==> src/rtl/ifu_dreg_if.sv <==
// ifu_dreg_if: fetch-stage control inputs and IF/ID register outputs
interface ifu_dreg_if;
    logic        stall;
    logic [2:0]  D_NPCOp;
    logic        D_cmp_eq;
    logic [31:0] D_rs_data;
    logic [31:0] F_instr;
    logic [31:0] F_PC;
    logic [31:0] D_IR;
    logic [31:0] D_PC;
    logic [31:0] D_PC8;
    modport master (
        output stall, D_NPCOp, D_cmp_eq, D_rs_data, F_instr,
        input  F_PC, D_IR, D_PC, D_PC8
    );
    modport slave (
        input  stall, D_NPCOp, D_cmp_eq, D_rs_data, F_instr,
        output F_PC, D_IR, D_PC, D_PC8
    );
endinterface

==> src/rtl/ifu_dreg.sv <==
// ifu_dreg: fetch PC and IF/ID register; next PC comes from the instruction in D,
// so the instruction already in F is the delay slot and is never squashed.
module ifu_dreg #(
    parameter logic [31:0] PC_RESET = 32'h0000_3000,
    parameter logic [2:0]  NPC_ADD4 = 3'd0,
    parameter logic [2:0]  NPC_BEQ  = 3'd1,
    parameter logic [2:0]  NPC_JAL  = 3'd2,
    parameter logic [2:0]  NPC_JR   = 3'd3
) (
    input logic       clk,
    input logic       reset,
    ifu_dreg_if.slave bus
);
    logic [31:0] r_f_pc, r_d_ir, r_d_pc;
    logic [31:0] w_pc4, w_br, w_jal, w_npc;
    assign w_pc4 = r_f_pc + 32'd4;
    assign w_br  = r_d_pc + 32'd4 + {{14{r_d_ir[15]}}, r_d_ir[15:0], 2'b00};
    assign w_jal = {r_d_pc[31:28], r_d_ir[25:0], 2'b00};
    always_comb begin
        w_npc = w_pc4;
        case (bus.D_NPCOp)
            NPC_ADD4: w_npc = w_pc4;
            NPC_BEQ:  w_npc = bus.D_cmp_eq ? w_br : w_pc4;
            NPC_JAL:  w_npc = w_jal;
            NPC_JR:   w_npc = bus.D_rs_data;
            default:  w_npc = w_pc4;
        endcase
    end
    // A stalled edge drops the redirect; it is recomputed once the D operands are valid.
    always_ff @(posedge clk) begin
        if (reset) begin
            r_f_pc <= PC_RESET;
            r_d_ir <= 32'd0;
            r_d_pc <= PC_RESET;
        end else if (!bus.stall) begin
            r_f_pc <= w_npc;
            r_d_ir <= bus.F_instr;
            r_d_pc <= r_f_pc;
        end
    end
    assign bus.F_PC  = r_f_pc;
    assign bus.D_IR  = r_d_ir;
    assign bus.D_PC  = r_d_pc;
    assign bus.D_PC8 = r_d_pc + 32'd8;
endmodule

==> src/flat_wrapper.sv <==
// flat-port wrapper written by rule: the top's interface ports become plain ports
module ifu_dreg_flat 
#(
    parameter logic [31:0] PC_RESET = 32'h0000_3000,
    parameter logic [2:0]  NPC_ADD4 = 3'd0,
    parameter logic [2:0]  NPC_BEQ  = 3'd1,
    parameter logic [2:0]  NPC_JAL  = 3'd2,
    parameter logic [2:0]  NPC_JR   = 3'd3
)
  (clk, reset, bus_stall, bus_D_NPCOp, bus_D_cmp_eq, bus_D_rs_data, bus_F_instr, bus_F_PC, bus_D_IR, bus_D_PC, bus_D_PC8);
  ifu_dreg_if bus_i ();
  input logic clk;
  input logic reset;
  input wire logic [$bits(bus_i.stall)-1:0] bus_stall;
  input wire logic [$bits(bus_i.D_NPCOp)-1:0] bus_D_NPCOp;
  input wire logic [$bits(bus_i.D_cmp_eq)-1:0] bus_D_cmp_eq;
  input wire logic [$bits(bus_i.D_rs_data)-1:0] bus_D_rs_data;
  input wire logic [$bits(bus_i.F_instr)-1:0] bus_F_instr;
  output wire logic [$bits(bus_i.F_PC)-1:0] bus_F_PC;
  output wire logic [$bits(bus_i.D_IR)-1:0] bus_D_IR;
  output wire logic [$bits(bus_i.D_PC)-1:0] bus_D_PC;
  output wire logic [$bits(bus_i.D_PC8)-1:0] bus_D_PC8;
  assign bus_i.stall = bus_stall;
  assign bus_i.D_NPCOp = bus_D_NPCOp;
  assign bus_i.D_cmp_eq = bus_D_cmp_eq;
  assign bus_i.D_rs_data = bus_D_rs_data;
  assign bus_i.F_instr = bus_F_instr;
  assign bus_F_PC = bus_i.F_PC;
  assign bus_D_IR = bus_i.D_IR;
  assign bus_D_PC = bus_i.D_PC;
  assign bus_D_PC8 = bus_i.D_PC8;
  ifu_dreg #(.PC_RESET(PC_RESET), .NPC_ADD4(NPC_ADD4), .NPC_BEQ(NPC_BEQ), .NPC_JAL(NPC_JAL), .NPC_JR(NPC_JR)) u_core (.clk(clk), .reset(reset), .bus(bus_i));
endmodule
==> config.mk <==
export PLATFORM = sky130hd
export DESIGN_NAME = ifu_dreg_flat
export DESIGN_NICKNAME = d
export VERILOG_FILES = /design/src/rtl/ifu_dreg_if.sv /design/src/rtl/ifu_dreg.sv /design/src/flat_wrapper.sv
export SDC_FILE = /design/constraint.sdc
export NUM_CORES = 1
export LEC_CHECK = 0
export BUFFER_PORTS_ARGS = -buffer_cell sky130_fd_sc_hd__buf_2
export CAP_MARGIN = 20
export CORE_ASPECT_RATIO = 1.1
export CORE_MARGIN = 5
export CORE_UTILIZATION = 30
export CTS_BUF_LIST = sky130_fd_sc_hd__clkbuf_8
export DETAILED_ROUTE_END_ITERATION = 10
export RECOVER_POWER = 25
export REMOVE_ABC_BUFFERS = 1
export SYNTH_ARGS = -nofsm -noshare
export SYNTH_HDL_FRONTEND = slang
export SYNTH_SLANG_ARGS = --single-unit
==> constraint.sdc <==
create_clock -name clk -period 7.5 [get_ports clk]
set_input_delay 0 -clock clk [delete_from_list [all_inputs] [get_ports clk]]
set_output_delay 0 -clock clk [all_outputs]
set_load 0.03 [all_outputs]
; ---- Word level (Yosys, flattened, before mapping)
; Cells that the tools add are included.
[word_totals]
in_bits = 71
regBits = 96
[op_classes]
mux = 2
addsub = 4
n_eq_ne = 3
[op_table]
columns = operator, count
row1 = $pmux W32 S3, 1
row2 = $add A32 B3 Y32 const B, 2
row3 = $add A32 B32 Y32, 1
row4 = $add A32 B4 Y32 const B, 1
row5 = $mux W32, 1
row6 = $eq A3 B2 Y1 const B, 2
row7 = $eq A3 B1 Y1 const B, 1

; ---- Depth between registers and ports, before layout
; Gate-level depths: netlist of the first run.
[depth]
word_depth = 4
mapped_depth = 13
depth_no_buf = 13

; ---- Least setup slack after synthesis of the first run
; OpenSTA, ideal clock, no wires.
[synth_timing]
path_kind = register to register
startpoint = reg u_core.r_d_pc[3] (netlist: u_core.bus.D_PC[3])
endpoint = reg u_core.r_f_pc[25] (netlist: u_core.bus.F_PC[25])
t_arrival_ps = 3364
stages_incl_launch_ff = 12
required_ps = 7421
synth_period_minus_slack_ps = 3443
path_buffers = 0
setup_ps = 79
setup_slack_ps = 4057
cell_sequence = dfxtp_1 > ha_1 > ha_1 > fa_1 > a21o_1 > a221oi_2 > a221oi_2 > a221o_2 > a31oi_4 > nor2_2 > or4_1 > o211ai_1
[synth_between]
elab_chain_len = 4
[synth_rtl]
columns = item, line
row1 = "start, declared", ifu_dreg.sv:14  ; logic [31:0] r_f_pc, r_d_ir, r_d_pc;
row2 = "start signal, assigned", ifu_dreg.sv:38  ; r_d_pc <= r_f_pc;
row3 = $add A32 B3 Y32, ifu_dreg.sv:17  ; assign w_br = r_d_pc + 32'd4 + {{14{r_d_ir[15]}}, r_d_ir[15:0], 2'b00};
row4 = $add A32 B32 Y32, ifu_dreg.sv:17
row5 = $mux W32, ifu_dreg.sv:23  ; NPC_BEQ: w_npc = bus.D_cmp_eq ? w_br : w_pc4;
row6 = $pmux W32 S3, ifu_dreg.sv:21  ; case (bus.D_NPCOp)
row7 = "end signal, assigned", ifu_dreg.sv:36  ; r_f_pc <= w_npc;
row8 = "end, declared", ifu_dreg.sv:14
; Every way passes these cells.
; A chain may end at the register's enable or synchronous reset.

==> qor.txt, run 1 <==
final WL -> 24420 um
H-tree levels -> 3
FMAX -> 201.1 MHz
Final Cell Area -> 8856 um^2
VDD IR-drop max -> 0.07872 mV
post-CTS sizing -> 0
synth unique cells -> 55
Die X -> 156.8 um
commonest non-fill, non-tap cells in the layout -> buf_2, nor2_1, dfxtp_1
status -> complete, but fails checks
Setup TNS -> 0 ns
vias in the first global route -> 6997
met1 Use GR -> 0.2299
number of synthesis warnings -> 0
Worst-path clk slew -> 0.11 ns
Critical path origin -> bus_stall
# DRC -> 0
Crit. End Element -> flop
min cycle time layout -> 4.973 ns
Static Leakage -> 4.056 nW
layout net count -> 1195
Clock Skew -> 0.01960 ns
first-pass GRT wire length -> 38250 um
RSZ-0062 raised after global routing -> no
DR WL/cell -> 17.76 um
initial antenna violation count -> 2
Worst Path Required -> 7.82 ns
Worst Hold Launch -> bus_D_rs_data[28]
postcts setup bufs -> 0
die footprint -> 26880 um^2
Max-slew headroom -> -2.556
Syn Area/Cell -> 8.276 um^2
row count -> 59
Post-Layout Cell Count -> 1375
total core area -> 23480 um^2
Max FO, Critical Path -> 93
Sequential Area -> 1922 um^2
post-detailed-placement half-perimeter wirelength -> 17830 um
final hold viol count -> 0
first drt pass iteration count -> 5
MaxCap Viol Count -> 1
combined area of the multi-input logic cells -> 4881 um^2
Routed Antenna Nets -> 0
cell-by-cell trace of the critical path -> clkbuf_1 > buf_4 > a221oi_1 > a21oi_1 > nor2_1 > a211oi_1
GPL Wtd Cong -> 0.9147
final hold slack -> 0.06714 ns
DP Area -> 8346 um^2
register bit total from synthesis -> 96
IO Count -> 199
ys flop type -> dfxtp_1
met2 GRT Util -> 0.3047
vias per inst -> 5.233
commonest non-fill, non-tap cell in the layout -> buf_2
crit path DAT -> 5.29 ns
Clock Tree Buf Depth -> 2
Syn Std Cell Area -> 7109 um^2
failing checks -> max-capacitance violations, max-slew violations
Die H -> 171.5 um
CTS sink count -> 96
worst reg2reg startpoint -> u_core.bus.D_PC[3]$_SDFFE_PP0N_
pin count of the biggest net entering global routing -> 94
asr flop ratio synth -> 0
CP max stage cell -> clkbuf_1
gr ovfl total -> 0
Critical Path Max Stage Delay -> 3.65 ns
CTS root buf -> clkbuf_8
Via Count -> 7195
worst-margin pin slew -> 5.333 ns
DRT iter0 DRCs -> 497
global-route track usage on met3 -> 0.03875
Initial Utilization -> 0.3028
worst-skew pair later-pin latency -> 0.41 ns
Hold Path Class -> in -> reg
Post-Place Cells -> 1318
Syn-to-layout area delta -> 24.57%
Post-synth EDFFs -> 0
Most Crowded Layer GR -> met2
Final setup violation count -> 0
sequential share of the synthesized area -> 0.2703
Post-Syn Instances -> 859
period utilization -> 0.6631
critical setup path kind -> in -> reg
share of cells above drive strength 1 -> 0.1899
Max Slew Vio Count -> 94
# hold bufs at CTS -> 39
CTS buffer count -> 9
I/O Buffers -> 198
Power Density -> 144.1 nW/um^2
Overall Global Routing Usage -> 0.1792
CTS tree -> done
Fillers -> 2535
total power -> 0.001276 W
crit start category -> input pin
## final cells by class
type	count	area share
Timing Repair Buffer	245	0.1560
Antenna cell	1	0.0002826
Clock inverter	7	0.006216
Inverter	29	0.01229
Tap cell	305	0.04309
Clock buffer	9	0.01399
Multi-Input combinational cell	683	0.5511
Sequential cell	96	0.2170
## final timing paths
kind	to	slack [ns]	cells after the start
max reg2reg	u_core.bus.F_PC[25]$_SDFFE_PP0N_	3.87	11
min	u_core.bus.F_PC[28]$_SDFFE_PP0N_	0.07	6
max	u_core.bus.F_PC[7]$_SDFFE_PP0N_	2.53	6
min reg2reg	u_core.bus.D_IR[29]$_SDFFE_PP0N_	0.51	2
## cells by family (layout without fill, tap and decap cells)
group,after synthesis,after routing,share of synthesized area
muxes,90,90,0.1295
buffers and inverters,80,290,0.04382
adders and majority gates,60,60,0.1067
and+or+nand+nor,272,272,0.1790
AOI/OAI and AO/OA,191,191,0.1844
other,0,1,0
xor gates and xnor gates,70,70,0.08624
DFF,96,96,0.2703
## flip-flops by register name, indices dropped and copies added, names as in the netlist
register         count
u_core.bus.D_PC     32
u_core.bus.F_PC     32
u_core.bus.D_IR     32
## synthesized netlist by cell type (6+ instances only)
library cell	n	area (um^2)
nor2_1	105	394.1
dfxtp_1	96	1922
mux2i_1	74	740.7
xnor2_1	60	525.5
ha_1	59	738.2
nand2_1	55	206.5
a21oi_1	47	235.2
clkbuf_1	36	135.1
o21ai_0	34	170.2
inv_1	29	108.9
nand3_1	29	145.1
a221oi_1	26	227.7
a21o_1	19	142.6
and3_1	18	112.6
mux2_2	16	180.2
nor3_1	16	80.08
nand4_1	15	93.84
a211oi_1	13	97.59
buf_1	12	45.04
xor2_1	10	87.58
nor2b_1	9	56.30
o211ai_1	7	52.55
a31oi_1	6	37.54
and4_1	6	52.55
o22ai_1	6	37.54
## layer usage
| layer | vias to the layer above | wire length, um |
|---|---|---|
| met5 | - | 7 |
| met4 | 2 | 527 |
| met3 | 41 | 1700 |
| met2 | 256 | 11550 |
| met1 | 3369 | 10630 |
| li1 | 3527 | - |
## worst max-delay path, delay by kind of cell
family | cells | cell delay (ns)
compound gates | 3 | 0.50
buf+inv | 2 | 4.57
simple gates | 1 | 0.06
## metrics by stage
| stage | utilization | setup WS [ns] |
|---|---|---|
| 2_1_floorplan | - | 4.056 |
| 3_3_place_gp | 0.3555 | 4.053 |
| 3_5_place_dp | 0.3555 | 3.974 |
| 4_1_cts | 0.3798 | 3.906 |
| 5_1_grt | 0.3773 | 2.098 |
| 6_report | 0.3773 | 2.527 |
## where the power goes
group | switching [W] | internal (W) | leakage [nW]
registers | 0.0000419 | 0.000538 | 0.788
logic | 0.000214 | 0.000139 | 3.18
clock network | 0.000219 | 0.000124 | 0.0856
No activity file was read; power rests on OpenSTA's default activity.
==> run 2, diff against run 1 <==
--- a/config.mk
+++ b/config.mk
@@ -5,6 +5,7 @@
 export SDC_FILE = /design/constraint.sdc
 export NUM_CORES = 1
 export LEC_CHECK = 0
+export ABC_AREA = 1
 export BUFFER_PORTS_ARGS = -buffer_cell sky130_fd_sc_hd__buf_2
 export CAP_MARGIN = 20
 export CORE_ASPECT_RATIO = 1.1
==> constraint.sdc (replaced) <==
create_clock -name clk -period 4.8 [get_ports clk]
set_input_delay 0 -clock clk [delete_from_list [all_inputs] [get_ports clk]]
set_output_delay 0 -clock clk [all_outputs]
set_load 0.03 [all_outputs]
==> qor.txt, run 2 <==
status -> complete, but fails checks
failing checks -> max-capacitance violations, max-slew violations
top-area cell type share of the netlist area -> 0.2525
crit start category -> input pin
first drt pass iteration count -> 7
Clock Tree Buf Depth -> 2
CTS sink count -> 96
final hold viol count -> 0
pin count of the biggest net entering global routing -> 78
RR Endpoint -> u_core.bus.F_PC[22]$_SDFFE_PP0N_
CTS buffer count -> 9
Critical path origin -> reset
vias per inst -> 5.054
Syn Std Cell Area -> 7610 um^2
Synth top cells by count -> nand2_1, nor2_1, inv_1
layout net count -> 1538
gr ovfl total -> 0
Setup TNS -> 0 ns
IO Count -> 199
CTS tree -> done
commonest non-fill, non-tap cells in the layout -> nand2_1, nor2_1, buf_2
post-layout util -> 0.3780
cell with the most instances after synthesis -> nand2_1
Final Cell Area -> 9492 um^2
Comb power frac -> 0.318
synth unique cells -> 42
number of synthesis warnings -> 0
RSZ-0062 raised after global routing -> no
min cycle time layout -> 3.357 ns
Overall Global Routing Usage -> 0.2055
register bit total from synthesis -> 96
Cell Int Power -> 0.001356 W
sequential share of the synthesized area -> 0.2525
Hold Crit Endpoint -> u_core.bus.F_PC[12]$_SDFFE_PP1N_
Switch Pwr -> 0.0008917 W
MaxCap Viol Count -> 1
Max FO, Critical Path -> 77
H-tree levels -> 3
switching share of power -> 0.3968
DR WL/cell -> 17.53 um
worst-skew pair later-pin latency -> 0.39 ns
FMAX -> 297.9 MHz
Worst Path Required -> 5.11 ns
R2R Setup Slk -> 1.72 ns
Initial Utilization -> 0.3031
Crit. End Element -> flop
Final setup violation count -> 0
Static Leakage -> 4.655 nW
Syn Area/Cell -> 6.416 um^2
DP Area -> 8876 um^2
critical setup path kind -> in -> reg
Die H -> 177.0 um
asr flop ratio synth -> 0
vias in the first global route -> 8380
Post-Syn Instances -> 1186
post-detailed-placement half-perimeter wirelength -> 23570 um
share of cells above drive strength 1 -> 0.1388
Post-synth EDFFs -> 0
# diodes -> 0
Hold Path Class -> in -> reg
crit path DAT -> 3.67 ns
total core area -> 25110 um^2
Syn-to-layout area delta -> 24.73%
first-pass GRT wire length -> 46390 um
total power -> 0.002247 W
Max Slew Vio Count -> 78
GPL Wtd Cong -> 0.9398
worst reg2reg startpoint -> u_core.bus.D_IR[15]$_SDFFE_PP0N_
area leader, netlist -> dfxtp_1
worst-margin pin slew -> 3.224 ns
row count -> 61
initial antenna violation count -> 1
top post-synthesis cells by area -> dfxtp_1, nand2_1, ha_1
Clock power frac -> 0.264
Clock Skew -> 0.01610 ns
Worst Hold Launch -> bus_D_rs_data[12]
# hold bufs at CTS -> 48
postcts setup bufs -> 0
Via Count -> 8729
Power Density -> 236.8 nW/um^2
Reg power frac -> 0.418
worst-case reg-to-reg path depth -> 13
DRT iter0 DRCs -> 486
final WL -> 30270 um
post-CTS sizing -> 0
CTS root buf -> clkbuf_8
# DRC -> 0
die footprint -> 28650 um^2
commonest non-fill, non-tap cell in the layout -> nand2_1
Routed Antenna Nets -> 0
Max-slew headroom -> -1.149
Worst-path clk slew -> 0.10 ns
VDD IR-drop max -> 0.1131 mV
WHS Path Cells -> 5
I/O Buffers -> 198
Die X -> 161.9 um
ys flop type -> dfxtp_1
period utilization -> 0.6993
-- run 2: cell count changes in the layout (fill, tap and decap cells not counted), moves of 48 or more --
| cell | change |
|---|---|
| inv_1 | +112 |
| xnor2_1 | -48 |
| nand2_1 | +192 |
| nor2_1 | +52 |
| o21ai_0 | +74 |
| mux2i_1 | -74 |
-- run 2: cell families after synthesis --
| group | after synthesis | synth area share |
|---|---|---|
| AOI/OAI and AO/OA | 251 | 0.1858 |
| xor gates and xnor gates | 44 | 0.05064 |
| adders and majority gates | 60 | 0.09964 |
| buffers and inverters | 187 | 0.09421 |
| DFF | 96 | 0.2525 |
| and+or+nand+nor | 548 | 0.3172 |
-- run 2: metrics by stage --
| stage | hold slack (ns) | std cells | worst slack (ns) |
|---|---|---|---|
| final | 0.01126 | 1727 | 1.443 |
| after global routing | 0.03724 | 1727 | 0.9696 |
| after CTS | 0.0008573 | 1727 | 1.668 |
| after detailed placement | 0.2421 | 1663 | 1.697 |
| after global placement | 0.2306 | 1663 | 1.678 |
| after floorplan | 0.07847 | 1143 | 2.177 |
-- run 2: worst max-delay path by stage --
stage,cells past startpoint,end
after CTS,13,u_core.bus.F_PC[22]$_SDFFE_PP0N_
final,5,u_core.bus.D_PC[27]$_SDFFE_PP0N_
after floorplan,14,u_core.bus.F_PC[30]$_SDFFE_PP0N_
after global placement,13,u_core.bus.F_PC[22]$_SDFFE_PP0N_
after global routing,5,u_core.bus.D_PC[27]$_SDFFE_PP0N_
after detailed placement,13,u_core.bus.F_PC[22]$_SDFFE_PP0N_
-- run 2: layout make-up --
class | instances | area (um^2)
clock inverter | 5 | 55.05
fill | 2787 | 15620
multi-input combinational | 903 | 4976
sequential | 96 | 1922
timing repair buffer | 253 | 1453
tap | 315 | 394.1
inverter | 144 | 540.5
clock buffer | 11 | 151.4
-- run 2: critical path, cell delays in order --
cell and delay, ns:
clkbuf_1 0.53, clkinv_1 0.14, clkbuf_1 2.28, o21ai_0 0.39, a21oi_1 0.27
-- run 2: power by group through the flow --
stage | Sequential (W) | Combinational [W] | Clock (W)
floorplan | 0.00104 | 0.000350 | 0
global route | 0.000949 | 0.000794 | 0.000640
CTS | 0.000939 | 0.000725 | 0.000620
global placement | 0.000956 | 0.000687 | 0
finish | 0.000939 | 0.000715 | 0.000593
detailed placement | 0.000957 | 0.000692 | 0
-- run 2: per-layer routing --
layer / global-route usage / part of all wire / vias to the layer above
li1: - / - / 4372
met1: 0.2607 / 0.43 / 4026
met2: 0.3515 / 0.48 / 285
met3: 0.04566 / 0.068 / 46
met4: 0.05746 / 0.020 / 0
met5: 0 / 0 / -
==> run 3, diff against run 2 <==
==> constraint.sdc (replaced) <==
create_clock -name clk -period 3.01 [get_ports clk]
set_input_delay 0 -clock clk [delete_from_list [all_inputs] [get_ports clk]]
set_output_delay 0 -clock clk [all_outputs]
set_load 0.03 [all_outputs]
==> qor.txt, run 3 (same netlist as run 2, synthesis figures left out) <==
status -> complete, but fails checks
failing checks -> negative hold slack
Static Leakage -> 4.889 nW
Post-Layout Cell Count -> 1758
FMAX -> 360.1 MHz
Worst Path Required -> 3.01 ns
IO Count -> 199
DR WL/cell -> 17.71 um
crit path DAT -> 2.78 ns
RSZ-0062 raised after global routing -> no
Overall Global Routing Usage -> 0.2142
R2R Setup Slk -> 0.27 ns
Via Count -> 8879
Syn-to-layout area delta -> 28.63%
CTS tree -> done
cell-by-cell trace of the critical path -> buf_4 > ha_1 > nand2_2 > nor3_4 > nand2_2 > nor2_4 > nand2_2 > nor3_4 > nand3_2 > nor2_2 > nand2_1 > xor2_1 > buf_2
Critical Path Max Stage Delay -> 0.35 ns
first drt pass iteration count -> 6
DP Worst Slack -> -0.06862 ns
critical setup path kind -> reg -> out
Max-slew headroom -> 0.3754
Routed Antenna Nets -> 0
commonest non-fill, non-tap cell in the layout -> nand2_1
MaxCap Viol Count -> 0
Max Slew Vio Count -> 0
Clock Skew -> 0.01921 ns
share of cells above drive strength 1 -> 0.1698
CP max stage cell -> dfxtp_1
total power -> 0.003673 W
# diodes -> 0
gr ovfl total -> 0
Initial Utilization -> 0.3031
post-detailed-placement half-perimeter wirelength -> 24280 um
postcts setup bufs -> 0
Max FO, Critical Path -> 4
Fillers -> 2734
Crit path max-delay family -> simple AND/OR/NAND/NOR gates
min cycle time layout -> 2.777 ns
Post-Place Cells -> 1692
Hold Path Class -> in -> reg
final worst setup slack -> 0.2327 ns
worst path bufs/invs -> 2
period utilization -> 0.9227
Die X -> 161.9 um
Die H -> 177.0 um
CTS sink count -> 96
commonest non-fill, non-tap cells in the layout -> nand2_1, buf_2, nor2_1
Sequential Area -> 1926 um^2
Crit path top cell by count -> nand2_2
GPL Wtd Cong -> 0.9471
Crit. End Element -> primary output
initial antenna violation count -> 0
I/O Buffers -> 198
CTS buffer count -> 9
Final setup violation count -> 0
row count -> 61
Clock Tree Buf Depth -> 2
final WL -> 31130 um
post-layout util -> 0.3898
crit start category -> flop
worst-margin pin slew -> 0.9359 ns
final hold viol count -> 1
Power Density -> 375.3 nW/um^2
DRT iter0 DRCs -> 580
Worst-path clk slew -> 0.12 ns
# DRC -> 0
die footprint -> 28650 um^2
CTS root buf -> clkbuf_8
pin count of the biggest net entering global routing -> 51
vias per inst -> 5.051
vias in the first global route -> 8744
VDD IR-drop max -> 0.1820 mV
total core area -> 25110 um^2
layout net count -> 1569
worst-skew pair later-pin latency -> 0.40 ns
combined area of the multi-input logic cells -> 4976 um^2
final hold slack -> -0.0001343 ns
H-tree levels -> 3
first-pass GRT wire length -> 48240 um
run 3: cell count changes in the layout (fill, tap and decap cells not counted), moves of 2 or more:
cell	before	now
clkbuf_1	55	37
buf_4	6	32
buf_12	0	2
dlygate4sd3_1	48	50
buf_2	144	163
run 3: path summary, 6_finish.rpt:
| check | start | end | cells after the start |
|---|---|---|---|
| hold reg to reg | u_core.bus.D_IR[28]$_SDFFE_PP0N_ | u_core.bus.D_IR[28]$_SDFFE_PP0N_ | 2 |
| hold / removal | bus_D_rs_data[23] | u_core.bus.F_PC[23]$_SDFFE_PP0N_ | 5 |
| setup reg to reg | u_core.bus.D_PC[8]$_SDFFE_PP0N_ | u_core.bus.F_PC[26]$_SDFFE_PP0N_ | 15 |
| setup / recovery | u_core.bus.D_PC[3]$_SDFFE_PP0N_ | bus_D_PC8[31] | 13 |
run 3: metal layers:
metal,global-route usage,share of wire
met2,0.3692,0.48
met3,0.04542,0.070
met1,0.2717,0.43
met5,0,0
met4,0.05746,0.021
run 3: worst min-delay path, delay by kind of cell:
kind | cells | cell delay, ns
AO/OA/AOI/OAI | 1 | 0.10
buffers and inverters | 1 | 0.08
AND/OR/NAND/NOR | 3 | 0.19
run 3: per-stage QoR:
step | cell area, um^2 | setup TNS (ns) | hold WS (ns)
6_report | 9788 | 0 | -0.0001343
5_1_grt | 9788 | 0 | 0.009014
4_1_cts | 9837 | 0 | 0.003771
3_5_place_dp | 9119 | -0.06862 | 0.2432
3_3_place_gp | 9119 | -0.03044 | 0.2309
2_1_floorplan | 7433 | 0 | 0.07847
run 3: power by group:
part / internal, W / switching, W
Combinational: 0.000410 / 0.000799
Clock: 0.000454 / 0.000534
Sequential: 0.00136 / 0.000116
Total: 0.00222 / 0.00145
run 3: final cells by class:
cell class,count,share of cell area
inverters,144,0.05522
well taps,315,0.04027
multi-input cells,903,0.5084
flip-flops and latches,96,0.1967
clock inverters,4,0.005241
repair buffers,284,0.1773
clock buffers,12,0.01687
run 3: timing repair:
| action | CTS | global route |
|---|---|---|
| pin swaps | 0 | 0 |
| hold endpoints to repair | 50 | 0 |
| hold buffers | 50 | 0 |
| resized for setup | 1 | 1 |
| endpoints found under the setup margin | 2 | 2 |
